### src/rtl/apb_cmd_parser_if.sv
// rtl/apb_cmd_parser_if.sv - command handshake bundle between the frame parser and the APB master
interface apb_cmd_parser_if #(
  parameter int SEL_WIDTH  = 2,
  parameter int ADDR_BYTES = 4,
  parameter int DATA_BYTES = 4
);
  logic [SEL_WIDTH-1:0]    p_sel;
  logic                    p_write;
  logic [8*ADDR_BYTES-1:0] p_addr;
  logic [8*DATA_BYTES-1:0] p_wdata;
  logic                    o_valid;
  logic                    m_ready;

  modport master (output p_sel, p_write, p_addr, p_wdata, o_valid, input m_ready);
  modport slave  (input p_sel, p_write, p_addr, p_wdata, o_valid, output m_ready);
endinterface

### src/rtl/apb_cmd_parser.sv
// rtl/apb_cmd_parser.sv - byte-stream to APB command parser with select check and back-pressure
module apb_cmd_parser #(
  parameter int ADDR_BYTES = 4,
  parameter int DATA_BYTES = 4,
  parameter int SEL_WIDTH  = 2,
  parameter int NUM_SLAVES = 3
) (
  input  logic             rd_clk,
  input  logic             rst,
  input  logic             empty_flag,
  input  logic [7:0]       fifo_data,
  output logic             rd_en,
  output logic             o_err,
  output logic             o_busy,
  apb_cmd_parser_if.master cmd
);
  localparam int AW    = 8 * ADDR_BYTES;
  localparam int DW    = 8 * DATA_BYTES;
  localparam int MAXB  = (ADDR_BYTES > DATA_BYTES) ? ADDR_BYTES : DATA_BYTES;
  localparam int IDX_W = $clog2(MAXB) + 1;
  localparam logic [SEL_WIDTH-1:0] MAX_SEL = SEL_WIDTH'(NUM_SLAVES);

  typedef enum logic [3:0] {
    SEL_REQ, SEL_CAP, WR_REQ, WR_CAP, ADDR_REQ, ADDR_CAP,
    DATA_REQ, DATA_CAP, OUT, ERR
  } state_t;

  state_t               state, state_nxt;
  logic [IDX_W-1:0]     idx;
  logic                 drop, wr_sh;
  logic [SEL_WIDTH-1:0] sel_sh;
  logic [AW-1:0]        addr_sh, addr_nxt;
  logic [DW-1:0]        data_sh, data_nxt;
  logic                 sel_bad, addr_last, data_last;

  assign sel_bad   = (fifo_data[SEL_WIDTH-1:0] == '0) || (fifo_data[SEL_WIDTH-1:0] > MAX_SEL);
  assign addr_last = (idx == IDX_W'(ADDR_BYTES - 1));
  assign data_last = (idx == IDX_W'(DATA_BYTES - 1));
  assign o_busy    = (state != SEL_REQ);

  // Shift-in values including the byte being captured this cycle, so the
  // output registers can load a complete field on the last CAP.
  always_comb begin
    addr_nxt = addr_sh;
    data_nxt = data_sh;
    if (state == ADDR_CAP) addr_nxt = (addr_sh << 8) | AW'(fifo_data);
    if (state == DATA_CAP) data_nxt = (data_sh << 8) | DW'(fifo_data);
  end

  always_comb begin
    state_nxt   = state;
    rd_en       = 1'b0;
    o_err       = 1'b0;
    cmd.o_valid = 1'b0;
    case (state)
      SEL_REQ: begin
        rd_en = ~empty_flag;
        if (!empty_flag) state_nxt = SEL_CAP;
      end
      SEL_CAP: state_nxt = WR_REQ;
      WR_REQ: begin
        rd_en = ~empty_flag;
        if (!empty_flag) state_nxt = WR_CAP;
      end
      WR_CAP: state_nxt = ADDR_REQ;
      ADDR_REQ: begin
        rd_en = ~empty_flag;
        if (!empty_flag) state_nxt = ADDR_CAP;
      end
      ADDR_CAP: begin
        if (!addr_last)  state_nxt = ADDR_REQ;
        else if (wr_sh)  state_nxt = DATA_REQ;
        else if (drop)   state_nxt = ERR;
        else             state_nxt = OUT;
      end
      DATA_REQ: begin
        rd_en = ~empty_flag;
        if (!empty_flag) state_nxt = DATA_CAP;
      end
      DATA_CAP: begin
        if (!data_last) state_nxt = DATA_REQ;
        else if (drop)  state_nxt = ERR;
        else            state_nxt = OUT;
      end
      OUT: begin
        cmd.o_valid = 1'b1;
        if (cmd.m_ready) state_nxt = SEL_REQ;
      end
      ERR: begin
        o_err     = 1'b1;
        state_nxt = SEL_REQ;
      end
      default: state_nxt = SEL_REQ;
    endcase
    if (rst) rd_en = 1'b0;
  end

  always_ff @(posedge rd_clk) begin
    if (rst) begin
      state       <= SEL_REQ;
      idx         <= '0;
      drop        <= 1'b0;
      wr_sh       <= 1'b0;
      sel_sh      <= '0;
      addr_sh     <= '0;
      data_sh     <= '0;
      cmd.p_sel   <= '0;
      cmd.p_write <= 1'b0;
      cmd.p_addr  <= '0;
      cmd.p_wdata <= '0;
    end else begin
      state   <= state_nxt;
      addr_sh <= addr_nxt;
      data_sh <= data_nxt;
      case (state)
        SEL_CAP: begin
          sel_sh <= fifo_data[SEL_WIDTH-1:0];
          drop   <= sel_bad;
        end
        WR_CAP: begin
          wr_sh <= fifo_data[0];
          idx   <= '0;
        end
        ADDR_CAP: idx <= addr_last ? '0 : idx + IDX_W'(1);
        DATA_CAP: idx <= data_last ? '0 : idx + IDX_W'(1);
        default: ;
      endcase
      // Command outputs change only when a complete legal frame is presented.
      if (state_nxt == OUT && state != OUT) begin
        cmd.p_sel   <= sel_sh;
        cmd.p_write <= wr_sh;
        cmd.p_addr  <= addr_nxt;
        cmd.p_wdata <= wr_sh ? data_nxt : '0;
      end
    end
  end
endmodule

### src/flat_wrapper.sv
// flat-port wrapper written by rule: the top's interface ports become plain ports
module apb_cmd_parser_flat 
#(
  parameter int ADDR_BYTES = 4,
  parameter int DATA_BYTES = 4,
  parameter int SEL_WIDTH  = 2,
  parameter int NUM_SLAVES = 3
)
  (rd_clk, rst, empty_flag, fifo_data, rd_en, o_err, o_busy, cmd_p_sel, cmd_p_write, cmd_p_addr, cmd_p_wdata, cmd_o_valid, cmd_m_ready);
  apb_cmd_parser_if #(.SEL_WIDTH(SEL_WIDTH), .ADDR_BYTES(ADDR_BYTES), .DATA_BYTES(DATA_BYTES)) cmd_i ();
  input  logic rd_clk;
  input  logic rst;
  input  logic empty_flag;
  input  logic [7:0] fifo_data;
  output logic rd_en;
  output logic o_err;
  output logic o_busy;
  output wire logic [$bits(cmd_i.p_sel)-1:0] cmd_p_sel;
  output wire logic [$bits(cmd_i.p_write)-1:0] cmd_p_write;
  output wire logic [$bits(cmd_i.p_addr)-1:0] cmd_p_addr;
  output wire logic [$bits(cmd_i.p_wdata)-1:0] cmd_p_wdata;
  output wire logic [$bits(cmd_i.o_valid)-1:0] cmd_o_valid;
  input wire logic [$bits(cmd_i.m_ready)-1:0] cmd_m_ready;
  assign cmd_p_sel = cmd_i.p_sel;
  assign cmd_p_write = cmd_i.p_write;
  assign cmd_p_addr = cmd_i.p_addr;
  assign cmd_p_wdata = cmd_i.p_wdata;
  assign cmd_o_valid = cmd_i.o_valid;
  assign cmd_i.m_ready = cmd_m_ready;
  apb_cmd_parser #(.ADDR_BYTES(ADDR_BYTES), .DATA_BYTES(DATA_BYTES), .SEL_WIDTH(SEL_WIDTH), .NUM_SLAVES(NUM_SLAVES)) u_core (.rd_clk(rd_clk), .rst(rst), .empty_flag(empty_flag), .fifo_data(fifo_data), .rd_en(rd_en), .o_err(o_err), .o_busy(o_busy), .cmd(cmd_i));
endmodule
### config.mk
export PLATFORM = sky130hd
export DESIGN_NAME = apb_cmd_parser_flat
export DESIGN_NICKNAME = d
export VERILOG_FILES = /design/src/rtl/apb_cmd_parser_if.sv /design/src/rtl/apb_cmd_parser.sv /design/src/flat_wrapper.sv
export SDC_FILE = /design/constraint.sdc
export NUM_CORES = 1
export LEC_CHECK = 0
export BUFFER_PORTS_ARGS = -buffer_cell sky130_fd_sc_hd__clkbuf_2
export CAP_MARGIN = 40
export CORE_UTILIZATION = 25
export CTS_CLUSTER_SIZE = 24
export DETAILED_ROUTE_END_ITERATION = 8
export GPL_TIMING_DRIVEN = 1
export PLACE_DENSITY = 0.4
export SYNTH_ARGS = -nofsm -noshare
export SYNTH_HDL_FRONTEND = slang
export SYNTH_SLANG_ARGS = --single-unit
### constraint.sdc
create_clock -name rd_clk -period 3.86 [get_ports rd_clk]
set_input_delay 0.193 -clock rd_clk [delete_from_list [all_inputs] [get_ports rd_clk]]
set_output_delay 0.193 -clock rd_clk [all_outputs]
set_load 0.01 [all_outputs]
==> run summary, run 1 <==
result of the run: complete, no violations
RSZ-0062 raised after global routing: false
flip-flop and latch count after synthesis: 134
die boundary width: 139.7 µm
fraction of met2 tracks used by global routing: 20.42%
max frequency: 414.7 MHz
number of primary I/O pins: 83
initial antenna violation count: 0
number of fill cells in the layout: 1913
Most used DFF post-synth: sky130_fd_sc_hd__dfxtp_1
net count of the mapped netlist: 451
detailed-route via count: 3457
Final Skew: 0.007694 ns
fraction of met3 tracks used by global routing: 3.923%
buffer count from post-CTS setup fixing: 0
Syn. warnings: 0
commonest cells after routing, fill and taps aside: 134 x sky130_fd_sc_hd__dfxtp_1, 82 x sky130_fd_sc_hd__clkbuf_2, 52 x sky130_fd_sc_hd__nand2_1, 38 x sky130_fd_sc_hd__nor2_1, 35 x sky130_fd_sc_hd__mux2i_1
die height: 139.7 µm
class of the worst hold path: in2reg
xor and xnor fraction of the mapped netlist area: 0%
initial core utilization: 25.93%
number of instances resized during post-cts repair: 0
sequential-to-total area share from yosys stat: 56.63%
final hold violation count: 0
final count of pins violating max slew: 0
final std cells w/o fill: 747
Root Buffer: sky130_fd_sc_hd__clkbuf_16
post-synthesis compound-gate area fraction: 17.09%
mean instance size in the synthesized netlist: 10.82 µm²
clock slew at reported path FFs: 0.06 ns
total global-route track usage: 12.58%
Routed WL: 11630 µm
largest cells by area after synthesis: sky130_fd_sc_hd__dfxtp_1 57%, sky130_fd_sc_hd__mux2i_1 7.4%, sky130_fd_sc_hd__a22o_1 5.9%
TritonCTS Sinks: 134
number of unique standard cell types used by synthesis: 42
HPWL after detailed placement: 7471 µm
synthesized instance count: 438
Period minus WS final: 2.411 ns
first-pass GRT wire length: 18600 µm
most used routing layer in global routing: met2
Remaining DRCs: 0
portion of netlist area occupied by mux cells: 7.396%
maximum capacitance violations: 0
number of cells after detailed placement: 717
startpoint class of the critical path: flop
required time reported for the critical path endpoint: 4.14 ns
post-synthesis instance area: 4737 µm²
proportion of netlist area held by the largest area contributor: 56.63%
H-tree depth: 4
post-synthesis async set-or-reset flop share: 0%
maximum buffer depth of the clock tree: 2
Layout Nets: 520
source-to-sink clock delay at the later pin of the worst-skew pair: 0.41 ns
leakage component of the power: 2.189 nW
element type at the critical path end: flop
slew at the pin closest to its max-slew limit: 0.8138 ns
Antenna diodes: 0
antenna violation net count after detailed routing: 0
M1 GR Usage: 15.56%
vias in the first global route: 3437
placeable core region: 18270 µm²
WL per Instance: 15.57 µm
hold_buf cts: 0
dominant cell type by area after synthesis: sky130_fd_sc_hd__dfxtp_1
data arrival time at the worst-slack endpoint: 2.70 ns
dominant combinational cell family by area after synthesis: compound AO/OA/AOI/OAI gates
Initial DRC Count: 133
area share of fa/ha/maj cells after synthesis: 0.2641%
Slew headroom: 45.75%
Placer Congestion: 0.6836
layout overhead on the synthesized area: 22.79%
residual overflow from global routing: 0
most frequent standard cell in the layout excluding fill and tap cells: sky130_fd_sc_hd__dfxtp_1
number of synthesized flops with an enable pin: 0
DRT Pass-1 Iters: 6
Peak VDD IR: 0.3976 mV
portion of the clock cycle consumed by the worst path in the final layout: 62.46%
CTS tree: done
Worst Path Class, Setup: reg2reg
number of clock buffers inserted by TritonCTS: 17
post-synthesis simple-gate area fraction: 13.60%
final sum of negative setup slack: 0 ns
number of placement rows: 49
maximum fanout count along the critical path: 20
number of vias per cell: 4.628
ratio of cells with drive above 1 in the final layout: 23.75%
pin count of the biggest net entering global routing: 65
setup violators final: 0
power density of the placed cells: 515.5 nW/µm²
I/O Buffers: 82
area enclosed by the die boundary: 19500 µm²
## final timing paths
kind	startpoint	endpoint	slack (ns)	cells after the start
max	u_core.state[0]	u_core.cmd.p_addr[20]	1.45	4
min	cmd_m_ready	u_core.state[3]	0.07	3
max reg2reg	u_core.state[0]	u_core.cmd.p_addr[20]	1.45	4
min reg2reg	u_core.cmd.p_addr[24]	u_core.cmd.p_addr[24]	0.46	1
## stage by stage
stage | worst slack (ns) | power, mW | util, % | instance area [µm²] | hold slack (ns)
global route | 1.268 | 3.125 | 31.84 | 5817 | 0.06436
global placement | 1.511 | 1.488 | 28.67 | 5238 | 0.4443
finish | 1.449 | 2.999 | 31.84 | 5817 | 0.06543
floorplan | 2.316 | 1.468 | - | 4737 | 0.3185
CTS | 1.435 | 3.056 | 31.84 | 5817 | 0.04393
detailed placement | 1.442 | 1.489 | 28.75 | 5253 | 0.4455
## report_power, final
part | total [mW] | leakage, nW | switching [mW] | internal [mW]
Clock | 1.54 | 0.275 | 0.568 | 0.973
Sequential | 1.40 | 1.08 | 0.0102 | 1.39
Combinational | 0.0598 | 0.835 | 0.0426 | 0.0172
## final cells by class
| type | count | area [µm²] | share of cell area (%) |
|---|---|---|---|
| clock inverter | 9 | 103.9 | 1.785 |
| multi-input combinational | 265 | 1817 | 31.23 |
| sequential | 134 | 2683 | 46.12 |
| clock buffer | 21 | 460.4 | 7.916 |
| timing repair buffer | 88 | 462.9 | 7.959 |
| tap | 229 | 286.5 | 4.926 |
| inverter | 1 | 3.754 | 0.06453 |
## layer usage
layer	wire length (µm)	up-vias	share of wire, %
met5	0	-	0
met4	152	0	1.3
met3	489	8	4.2
met2	5596	64	48
met1	5392	1676	46
li1	-	1709	-
## sequential cells by signal, indices dropped and copies added, names as in the netlist, 2 cells and up
register / cells
u_core.addr_sh: 32
u_core.cmd.p_addr: 32
u_core.cmd.p_wdata: 32
u_core.data_sh: 24
u_core.state: 4
u_core.idx: 3
u_core.cmd.p_sel: 2
u_core.sel_sh: 2
## worst max-delay path, stage by stage, from the launching register on
cell and delay [ns]:
sky130_fd_sc_hd__dfxtp_1 0.76, sky130_fd_sc_hd__and4bb_2 0.75, sky130_fd_sc_hd__buf_4 0.38, sky130_fd_sc_hd__mux2i_1 0.29, sky130_fd_sc_hd__o2bb2ai_1 0.08
## Yosys cell counts (all sizes together), types with 3 or more instances
library cell  number
nand3b             3
buf               26
nor2              38
dfxtp            134
nand2             52
o31ai              3
a22o              32
mux2i             35
o2bb2ai           32
a21oi             33
clkbuf            12
nand2b             3
## logic make-up after synthesis
logic type	Yosys count
multiplexers	35
flip-flops	134
buffers and inverters	39
adder cells (fa/ha/maj)	1
AO/OA/AOI/OAI	106
AND/OR/NAND/NOR	123
Power figures use the tool's default switching activity.
==> run 2, diff against run 1 <==
--- a/config.mk
+++ b/config.mk
@@ -5,13 +5,14 @@
 export SDC_FILE = /design/constraint.sdc
 export NUM_CORES = 1
 export LEC_CHECK = 0
+export ABC_AREA = 1
 export BUFFER_PORTS_ARGS = -buffer_cell sky130_fd_sc_hd__clkbuf_2
 export CAP_MARGIN = 40
 export CORE_UTILIZATION = 25
 export CTS_CLUSTER_SIZE = 24
 export DETAILED_ROUTE_END_ITERATION = 8
 export GPL_TIMING_DRIVEN = 1
-export PLACE_DENSITY = 0.4
+export PLACE_DENSITY = 0.41
 export SYNTH_ARGS = -nofsm -noshare
 export SYNTH_HDL_FRONTEND = slang
 export SYNTH_SLANG_ARGS = --single-unit
==> constraint.sdc (replaced) <==
create_clock -name rd_clk -period 2.2 [get_ports rd_clk]
set_input_delay 0.11 -clock rd_clk [delete_from_list [all_inputs] [get_ports rd_clk]]
set_output_delay 0.11 -clock rd_clk [all_outputs]
set_load 0.01 [all_outputs]
==> run 2 against run 1 <==
Against the previous run: non-clock buffer count rose by 14; sequential share of layout area down 7.9 points; synthesized cell count is 95% higher; count of clock-buffer cells in the layout up 3; via count up 46%; first-iteration DRC count up 130%; critical path type is now reg2out; setup slack worse by 1.0 ns; die area rose by 28%; synthesized area up 28%; register-to-register slack worse by 1.0 ns; power grew 96%; clock skew increased by 0.0037 ns.
==> run summary, run 2 <==
result of the run: complete, no violations
total global-route track usage: 13.41% (+0.82 points)
source-to-sink clock delay at the later pin of the worst-skew pair: 0.42 ns (about the same)
startpoint class of the critical path: flop
fin util: 31.38% (-0.46 points)
setup violators final: 0 (unchanged)
number of instances resized during post-cts repair: 0 (unchanged)
detailed-route via count: 5064 (+46%)
DRT Pass-1 Iters: 4 (-2)
capturing point of the worst reg2reg path: u_core.cmd.p_addr[8]
class of the worst hold path: in2reg
number of placement rows: 56 (+14%)
final hold violation count: 0 (unchanged)
RSZ-0062 raised after global routing: false
slowest stage cell on the critical path: sky130_fd_sc_hd__dfxtp_1
sequence of cells on the critical path: nor2_1 -> nand2_1 -> buf_4 -> nor2_1 -> clkbuf_2
initial core utilization: 25.66% (-0.27 points)
CP bufs+invs: 2 (+1)
flip-flop and latch count after synthesis: 142 (+6.0%)
maximum fanout count along the critical path: 22 (+10%)
number of cells after detailed placement: 1224 (+71%)
power share of the combinational group: 3.3% (+1.3 points)
initial antenna violation count: 0 (unchanged)
portion of the clock cycle consumed by the worst path in the final layout: 81.86%
number of fill cells in the layout: 2699 (+41%)
clock slew at reported path FFs: 0.06 ns (about the same)
Most used DFF post-synth: sky130_fd_sc_hd__dfxtp_1
number of clock buffers inserted by TritonCTS: 17 (unchanged)
placed cell area: 6790 µm² (+29%)
buffer count from post-CTS setup fixing: 0 (unchanged)
register-to-register setup slack: 0.40 ns (-1.05 ns)
power density of the placed cells: 791.8 nW/µm² (+54%)
hold path start: fifo_data[2]
die height: 157.9 µm (+13%)
synthesized instance count: 855 (+95%)
Clock Power Share: 52.7% (+1.3 points)
proportion of netlist area held by the largest area contributor: 46.79% (-9.8 points)
die boundary width: 157.9 µm (+13%)
slew at the pin closest to its max-slew limit: 0.5368 ns (-0.2770 ns)
Syn. warnings: 0 (unchanged)
Placer Congestion: 0.7543 (+10%)
Layout Nets: 938 (+80%)
Period minus WS final: 1.801 ns
commonest cells after routing, fill and taps aside: 197 x sky130_fd_sc_hd__nand2_1, 176 x sky130_fd_sc_hd__inv_1, 142 x sky130_fd_sc_hd__dfxtp_1, 82 x sky130_fd_sc_hd__clkbuf_2, 75 x sky130_fd_sc_hd__nor2_1
cell types with the highest counts after synthesis: 197 x sky130_fd_sc_hd__nand2_1, 176 x sky130_fd_sc_hd__inv_1, 142 x sky130_fd_sc_hd__dfxtp_1
net switching power of the design: 1.215 mW (+96%)
max frequency: 555.3 MHz
required time reported for the critical path endpoint: 2.09 ns (-2.05 ns)
residual overflow from global routing: 0 (unchanged)
number of synthesized flops with an enable pin: 0 (unchanged)
Root Buffer: sky130_fd_sc_hd__clkbuf_16
Routed WL: 15660 µm (+35%)
Remaining DRCs: 0 (unchanged)
sequential share of power: 44.0% (-2.6 points)
TritonCTS Sinks: 142 (+6.0%)
largest cells by area after synthesis: sky130_fd_sc_hd__dfxtp_1 47%, sky130_fd_sc_hd__nand2_1 12%, sky130_fd_sc_hd__inv_1 11%
hold_buf cts: 1 (+1)
antenna violation net count after detailed routing: 0 (unchanged)
ratio of cells with drive above 1 in the final layout: 18.59% (-5.2 points)
end of the worst hold path: u_core.data_sh[2]
Worst Hold Depth: 5 (+2)
logic depth of the worst register-to-register path: 9 (+5)
Internal Dissipation: 4.670 mW (+96%)
finished layout cell area: 7432 µm² (+28%)
minimum hold slack: 0.04567 ns (-0.01976 ns)
Slew headroom: 64.21% (+18 points)
first-pass GRT wire length: 25610 µm (+38%)
net switching fraction of the power: 20.65% (-0.064 points)
post-synthesis instance area: 6076 µm² (+28%)
maximum capacitance violations: 0 (unchanged)
leading cell type by number of instances after synthesis: sky130_fd_sc_hd__nand2_1
net count of the mapped netlist: 868 (+92%)
most repeated library cell on the critical path: sky130_fd_sc_hd__nor2_1
sequential-to-total area share from yosys stat: 46.79% (-9.8 points)
area enclosed by the die boundary: 24930 µm² (+28%)
final std cells w/o fill: 1255 (+68%)
data arrival time at the worst-slack endpoint: 1.69 ns (-1.01 ns)
leakage component of the power: 3.704 nW (+69%)
Antenna diodes: 0 (unchanged)
Top Family by Delay on Critical Path: simple AND/OR/NAND/NOR gates
maximum buffer depth of the clock tree: 2 (unchanged)
final count of pins violating max slew: 0 (unchanged)
critical register-to-register path startpoint: u_core.state[0]
number of unique standard cell types used by synthesis: 30 (-29%)
dominant cell type by area after synthesis: sky130_fd_sc_hd__dfxtp_1
CTS tree: done
most frequent standard cell in the layout excluding fill and tap cells: sky130_fd_sc_hd__nand2_1
element type at the critical path end: output pin
Worst Path Class, Setup: reg2out
WL per Instance: 12.47 µm (-20%)
maximum cell stage delay along the critical path: 0.37 ns (-0.39 ns)
post-synthesis async set-or-reset flop share: 0% (unchanged)
Initial DRC Count: 300 (+130%)
number of vias per cell: 4.035 (-13%)
I/O Buffers: 82 (unchanged)
number of primary I/O pins: 83 (unchanged)
pin count of the biggest net entering global routing: 46 (-29%)
H-tree depth: 4 (unchanged)
final sum of negative setup slack: 0 ns (unchanged)
Final Skew: 0.01136 ns (+0.003666 ns)
mean instance size in the synthesized netlist: 7.106 µm² (-34%)
Peak VDD IR: 0.3307 mV (-17%)
HPWL after detailed placement: 10660 µm (+43%)
vias in the first global route: 4795 (+40%)
placeable core region: 23680 µm² (+30%)
layout overhead on the synthesized area: 22.32%
[run 2: routing by layer]
| layer | global-route usage [%] | vias to the layer above | share of wire [%] |
|---|---|---|---|
| li1 | - | 2742 | - |
| met1 | 18.87 | 2224 | 53 |
| met2 | 19.53 | 84 | 42 |
| met3 | 3.449 | 14 | 4.3 |
| met4 | 4.716 | 0 | 1.1 |
| met5 | 0 | - | 0 |
[run 2: layout make-up]
cell class	count	area (µm²)	area share (%)
flip-flops and latches	142	2843	38.25
multi-input cells	483	2285	30.74
inverters	179	673.1	9.057
repair buffers	102	600.6	8.081
clock buffers	24	501.7	6.751
well taps	319	399.1	5.370
clock inverters	6	130.1	1.751
[run 2: power by group through the flow]
stage | registers, mW | clock network, mW | logic [mW]
6_report | 2.59 | 3.10 | 0.193
5_1_grt | 2.59 | 3.30 | 0.221
4_1_cts | 2.59 | 3.19 | 0.199
3_5_place_dp | 2.65 | 0 | 0.198
3_3_place_gp | 2.65 | 0 | 0.196
2_1_floorplan | 2.65 | 0 | 0.126
[run 2: worst max-delay path by stage]
stage	startpoint	end	slack [ns]	depth (start not counted)
after floorplan	u_core.idx[0]	u_core.cmd.p_wdata[2]	0.68	11
after global placement	u_core.state[0]	u_core.cmd.p_addr[8]	0.41	9
after detailed placement	u_core.state[0]	u_core.cmd.p_addr[8]	0.44	9
after CTS	u_core.state[3]	rd_en	0.35	5
after global routing	u_core.state[3]	rd_en	0.22	5
final	u_core.state[3]	rd_en	0.40	5
[run 2: worst reg2reg max path, stage by stage, from the launching register on]
cell and delay, ns:
sky130_fd_sc_hd__dfxtp_1 0.44, sky130_fd_sc_hd__inv_1 0.11, sky130_fd_sc_hd__nor2_2 0.34, sky130_fd_sc_hd__nand2_1 0.13
sky130_fd_sc_hd__buf_4 0.25, sky130_fd_sc_hd__nand2_1 0.09, sky130_fd_sc_hd__nand2_1 0.10, sky130_fd_sc_hd__nand4_1 0.11
sky130_fd_sc_hd__nand2_1 0.07, sky130_fd_sc_hd__nor2_1 0.10
[run 2: stage by stage]
step / total power [mW] / worst slack (ns)
final: 5.885 / 0.3991
after global routing: 6.116 / 0.2155
after CTS: 5.977 / 0.3483
after detailed placement: 2.845 / 0.4374
after global placement: 2.844 / 0.4066
after floorplan: 2.771 / 0.6795
[run 2: cells by family (layout without fill, tap and decap cells)]
group / count (synthesis) / count (layout) / share of synthesized area [%]
AO/OA/AOI/OAI: 62 / 62 / 5.292
adder cells (fa/ha/maj): 1 / 1 / 0.2059
buffers and inverters: 230 / 311 / 15.61
flip-flops: 142 / 142 / 46.79
AND/OR/NAND/NOR: 420 / 420 / 32.10
